[src/rtl/nibble_serial_adder.sv]
// Multi-cycle W-bit adder that reuses one 4-bit slice, processing one nibble per clock, LSB first.
// Operands and results move through valid/ready handshakes. Every output comes from a register or is decoded from state.
module nibble_serial_adder #(
  parameter int NIBBLES = 4
) (
  input  logic                   clk,
  input  logic                   rst,
  input  logic                   in_valid,
  output logic                   in_ready,
  input  logic [4*NIBBLES-1:0]   a,
  input  logic [4*NIBBLES-1:0]   b,
  input  logic                   cin,
  output logic                   out_valid,
  input  logic                   out_ready,
  output logic [4*NIBBLES-1:0]   sum,
  output logic                   cout,
  output logic                   overflow
);

  localparam int W  = 4 * NIBBLES;
  localparam int CW = (NIBBLES > 1) ? $clog2(NIBBLES) : 1;
  localparam logic [CW-1:0] LAST = CW'(NIBBLES - 1);

  localparam logic [1:0] IDLE = 2'd0;
  localparam logic [1:0] ADD  = 2'd1;
  localparam logic [1:0] DONE = 2'd2;

  logic [1:0]    state;
  logic [W-1:0]  a_reg;
  logic [W-1:0]  b_reg;
  logic [W-1:0]  sum_reg;
  logic          carry;
  logic [CW-1:0] cnt;
  logic          cout_reg;
  logic          ovf_reg;

  logic [3:0]    a_nib;
  logic [3:0]    b_nib;
  logic [4:0]    slice;

  assign in_ready  = (state == IDLE);
  assign out_valid = (state == DONE);
  assign sum       = sum_reg;
  assign cout      = cout_reg;
  assign overflow  = ovf_reg;

  // The shared 4-bit slice: select the nibble pair chosen by the counter and add it with the chained carry.
  always_comb begin
    a_nib = '0;
    b_nib = '0;
    for (int i = 0; i < NIBBLES; i++) begin
      if (cnt == CW'(i)) begin
        a_nib = a_reg[4*i +: 4];
        b_nib = b_reg[4*i +: 4];
      end
    end
    slice = {1'b0, a_nib} + {1'b0, b_nib} + {4'b0000, carry};
  end

  always_ff @(posedge clk or posedge rst) begin
    if (rst) begin
      state    <= IDLE;
      a_reg    <= '0;
      b_reg    <= '0;
      sum_reg  <= '0;
      carry    <= 1'b0;
      cnt      <= '0;
      cout_reg <= 1'b0;
      ovf_reg  <= 1'b0;
    end else begin
      case (state)
        IDLE: begin
          if (in_valid) begin
            a_reg   <= a;
            b_reg   <= b;
            carry   <= cin;
            sum_reg <= '0;
            cnt     <= '0;
            state   <= ADD;
          end
        end
        ADD: begin
          for (int i = 0; i < NIBBLES; i++) begin
            if (cnt == CW'(i)) begin
              sum_reg[4*i +: 4] <= slice[3:0];
            end
          end
          carry <= slice[4];
          // The last slice holds the sign bits, so this is where the signed overflow becomes known.
          if (cnt == LAST) begin
            cout_reg <= slice[4];
            ovf_reg  <= (a_reg[W-1] == b_reg[W-1]) && (slice[3] != a_reg[W-1]);
            state    <= DONE;
          end else begin
            cnt <= cnt + 1'b1;
          end
        end
        DONE: begin
          if (out_ready) begin
            state <= IDLE;
          end
        end
        default: state <= IDLE;
      endcase
    end
  end

endmodule

[config.mk]
export PLATFORM = sky130hd
export DESIGN_NAME = nibble_serial_adder
export DESIGN_NICKNAME = d
export VERILOG_FILES = /design/src/rtl/nibble_serial_adder.sv
export SDC_FILE = /design/constraint.sdc
export NUM_CORES = 1
export LEC_CHECK = 0
export CORE_AREA = 5 5 77 79
export CTS_CLUSTER_DIAMETER = 100
export DETAILED_ROUTE_END_ITERATION = 12
export DIE_AREA = 0 0 82 84
export PLACE_DENSITY_LB_ADDON = 0.25
export SLEW_MARGIN = 30
export SYNTH_ARGS = -nofsm -noshare
export SYNTH_HDL_FRONTEND = slang
export SYNTH_SLANG_ARGS = --single-unit
[constraint.sdc]
create_clock -name clk -period 6.5 [get_ports clk]
set_input_delay 1.3 -clock clk [delete_from_list [all_inputs] [get_ports clk]]
set_output_delay 1.3 -clock clk [all_outputs]
set_load 0.03 [all_outputs]
==> metrics.txt <==
# TYPE chip_impl_metric gauge
chip_impl_info{name="status",value="finished clean"} 1
chip_impl_metric{name="detail_route.vias_per_cell",unit=""} 5.49
chip_impl_info{name="ys_dominant_reg_cell",value="dfrtp_1"} 1
chip_impl_metric{name="path_max_fanout",unit=""} 22
chip_impl_metric{name="worstPathRequired",unit="ns"} 6.71
chip_impl_metric{name="yosys_warnings",unit=""} 0
chip_impl_metric{name="postCtsSetupRepairBufs",unit=""} 0
chip_impl_metric{name="hold-worst-slack",unit="ns"} 0.500
chip_impl_info{name="rsz0062_at_grt",value="false"} 1
chip_impl_metric{name="clkSinkCount",unit=""} 55
chip_impl_metric{name="grt_pass1_vias",unit=""} 1875
chip_impl_metric{name="final-hold-violation-count",unit=""} 0
chip_impl_metric{name="timing.clock.skew",unit="ns"} 0.00932
chip_impl_metric{name="syn-cell-area",unit="sq um"} 2650
chip_impl_info{name="post_synth_main_area_contributors",value="dfrtp_1 (52%), mux2_2 (14%), a21oi_1 (3.4%)"} 1
chip_impl_metric{name="global_route_wire_length_before_repair",unit="mm"} 9.05
chip_impl_metric{name="syn-instance-count",unit=""} 228
chip_impl_metric{name="synth.distinct_cells",unit=""} 36
chip_impl_metric{name="number_of_antenna_violations_at_the_first_check_in_global_routing",unit=""} 0
chip_impl_info{name="synth_area_leader_cell",value="dfrtp_1"} 1
chip_impl_info{name="tritoncts",value="done"} 1
chip_impl_metric{name="fin_crit_sh",unit=""} 0.510
chip_impl_metric{name="slew_headroom",unit=""} 0.491
chip_impl_info{name="cts_root_buf",value="clkbuf_8"} 1
chip_impl_metric{name="drtPass1Iterations",unit=""} 4
chip_impl_info{name="crit_path_start_kind",value="register"} 1
chip_impl_info{name="post-synth-top-count-cell",value="dfrtp_1"} 1
chip_impl_metric{name="tightestPinTransition",unit="ns"} 0.764
chip_impl_metric{name="ys_seq_area_frac",unit=""} 0.519
chip_impl_metric{name="grt_util_all_layers",unit=""} 0.170
chip_impl_metric{name="placeableCoreArea",unit="sq um"} 5270
chip_impl_metric{name="yosys.area.top_type_share",unit=""} 0.519
chip_impl_metric{name="syn_to_final_growth",unit="%"} 28.4
chip_impl_metric{name="avgSynthCellArea",unit="sq um"} 11.6
chip_impl_info{name="end_kind",value="register"} 1
chip_impl_metric{name="io_pins",unit=""} 57
chip_impl_metric{name="detail_route.wl_per_cell",unit="um"} 15.7
chip_impl_metric{name="gp_congestion",unit=""} 0.783
chip_impl_metric{name="grt_start_max_net_pins",unit=""} 56
chip_impl_metric{name="synth_nets",unit=""} 274
chip_impl_info{name="hp-class",value="reg -> reg"} 1
chip_impl_metric{name="overflow",unit=""} 0
chip_impl_metric{name="initial_core_util",unit=""} 0.503
chip_impl_metric{name="drive_above_1_share",unit=""} 0.157
chip_impl_metric{name="insertion_delay",unit="ns"} 0.31
chip_impl_info{name="critPathKind",value="reg -> reg"} 1
chip_impl_metric{name="leakage",unit="nW"} 1.43
chip_impl_metric{name="clk_path_buf_depth",unit=""} 2
chip_impl_metric{name="num_antenna_cells",unit=""} 0
chip_impl_metric{name="reg2reg_depth",unit=""} 10
chip_impl_metric{name="vdd_ir_drop_max",unit="V"} 0.000233
chip_impl_metric{name="layout_fillers",unit=""} 444
chip_impl_metric{name="achievable-frequency",unit="MHz"} 302
chip_impl_metric{name="routed_via_count",unit=""} 1939
chip_impl_metric{name="post_dp_hpwl",unit="mm"} 3.92
chip_impl_metric{name="cts-resized-gates",unit=""} 0
chip_impl_metric{name="yosys_register_bits",unit=""} 55
chip_impl_metric{name="clkTransAtPathRegs",unit="ns"} 0.10
chip_impl_metric{name="slew_viol_final",unit=""} 0
chip_impl_metric{name="tns",unit="ns"} 0
chip_impl_info{name="yosys-top-cells-count",value="dfrtp_1 (55), mux2_2 (32), a21oi_1 (18)"} 1
chip_impl_metric{name="die_y",unit="um"} 84
chip_impl_metric{name="final_antenna_net_count",unit=""} 0
chip_impl_metric{name="cp_data_arrival_time",unit="ns"} 3.53
chip_impl_metric{name="timing.max_cap.violations",unit=""} 0
chip_impl_metric{name="htreeDepth",unit=""} 2
chip_impl_metric{name="total_power",unit="mW"} 1.96
chip_impl_metric{name="nets",unit=""} 326
chip_impl_metric{name="layout_min_cycle_time",unit="ns"} 3.31
chip_impl_metric{name="place_worst_setup_slack",unit="ns"} 3.08
chip_impl_metric{name="fp.dieW",unit="um"} 82
chip_impl_metric{name="power.density",unit="nW/um^2"} 575
chip_impl_metric{name="cts_made_buffers",unit=""} 5
chip_impl_metric{name="report.final.setup_viol",unit=""} 0
chip_impl_metric{name="worstHoldPathCells",unit=""} 2
chip_impl_metric{name="port_buffers",unit=""} 56
chip_impl_metric{name="remaining_drc_errors",unit=""} 0
chip_impl_metric{name="placedInstanceArea",unit="sq um"} 3240
chip_impl_metric{name="number_of_flops_mapped_to_enable_cells_by_yosys",unit=""} 0
chip_impl_metric{name="synth-async-reset-ratio",unit=""} 1.00
chip_impl_metric{name="design.die.area",unit="sq um"} 6890
chip_impl_metric{name="number_of_standard_cell_rows_in_the_floorplan",unit=""} 27
chip_impl_metric{name="holdBufCountCts",unit=""} 0
chip_impl_metric{name="postLayoutCellArea",unit="sq um"} 3410
chip_impl_metric{name="detail_route.wirelength",unit="mm"} 5.55
chip_impl_metric{name="setup_slack",unit="ns"} 3.19
chip_impl_metric{name="detailedRoute.firstIterationViolations",unit=""} 135
routing by layer:
| layer | wire length, um | global-route usage |
|---|---|---|
| met5 | 0 | 0 |
| met3 | 321 | 0.0389 |
| met2 | 2780 | 0.282 |
| met4 | 62 | 0.0559 |
| met1 | 2390 | 0.215 |
stage by stage:
step,utilization,instances
CTS,0.641,352
detailed placement,0.615,344
global placement,0.615,344
global route,0.646,353
floorplan,-,228
finish,0.646,353
path summary, 6_finish.rpt:
check | slack [ns] | startpoint | to
worst max-delay path | 3.19 | cnt[0] | sum[10]
worst min-delay path | 0.50 | overflow | overflow
worst max register to register | 3.19 | cnt[0] | sum[10]
worst min register to register | 0.50 | overflow | overflow
max in group asynchronous | 4.62 | rst | b_reg[3]
min in group asynchronous | 1.44 | rst | sum[6]
placed cells by master, fill, tap and decap left out, types with 2 or more instances in the layout:
cell type,netlist,routed
a21oi_1,18,18
a22o_1,6,6
clkdlybuf4s50_1,0,56
ha_1,7,7
nand3_1,2,2
o21ai_0,7,7
xor2_1,2,2
fa_1,2,2
a2bb2o_1,2,2
inv_1,10,9
o2bb2ai_1,7,7
dfrtp_1,55,55
nand2_1,16,16
nor2b_1,9,9
a21o_1,3,3
nand3b_1,5,5
a32o_1,3,3
o22ai_1,5,5
nor3_1,5,5
clkbuf_8,0,5
bufinv_16,0,2
mux2_2,32,32
a221oi_1,4,4
nor2_1,5,5
where the power goes:
group / internal, mW / total [mW] / switching, mW / leakage, nW
combinational: 0.497 / 1.08 / 0.583 / 0.693
clock: 0.154 / 0.265 / 0.111 / 0.0644
sequential: 0.504 / 0.611 / 0.107 / 0.675
total: 1.15 / 1.96 / 0.802 / 1.43
final cells by class:
| cell class | count | area [sq um] | area share |
|---|---|---|---|
| clock buffer | 5 | 68.8 | 0.0202 |
| clock inverter | 3 | 67.6 | 0.0198 |
| inverter | 10 | 40.0 | 0.0118 |
| multi-input combinational | 151 | 1170 | 0.345 |
| sequential | 55 | 1380 | 0.404 |
| tap | 72 | 90.1 | 0.0265 |
| timing repair buffer | 57 | 588 | 0.173 |
worst max-delay path, stage by stage (launching register included):
cell,delay (ns)
dfrtp_1,0.43
inv_1,0.13
ha_1,0.67
a221oi_1,0.12
nor3_1,0.21
a21oi_1,0.09
fa_1,0.46
fa_1,0.41
xor2_1,0.35
o22ai_1,0.15
a22o_1,0.20
kinds of logic after synthesis:
| group | Yosys count | share of synthesized area |
|---|---|---|
| AND/OR/NAND/NOR | 47 | 0.0920 |
| flip-flops | 55 | 0.519 |
| adder cells (fa/ha/maj) | 9 | 0.0481 |
| XOR/XNOR | 2 | 0.00660 |
| buffers and inverters | 22 | 0.0382 |
| multiplexers | 33 | 0.140 |
| AO/OA/AOI/OAI | 60 | 0.157 |
Note: power is estimated with default switching activity, not from simulation.
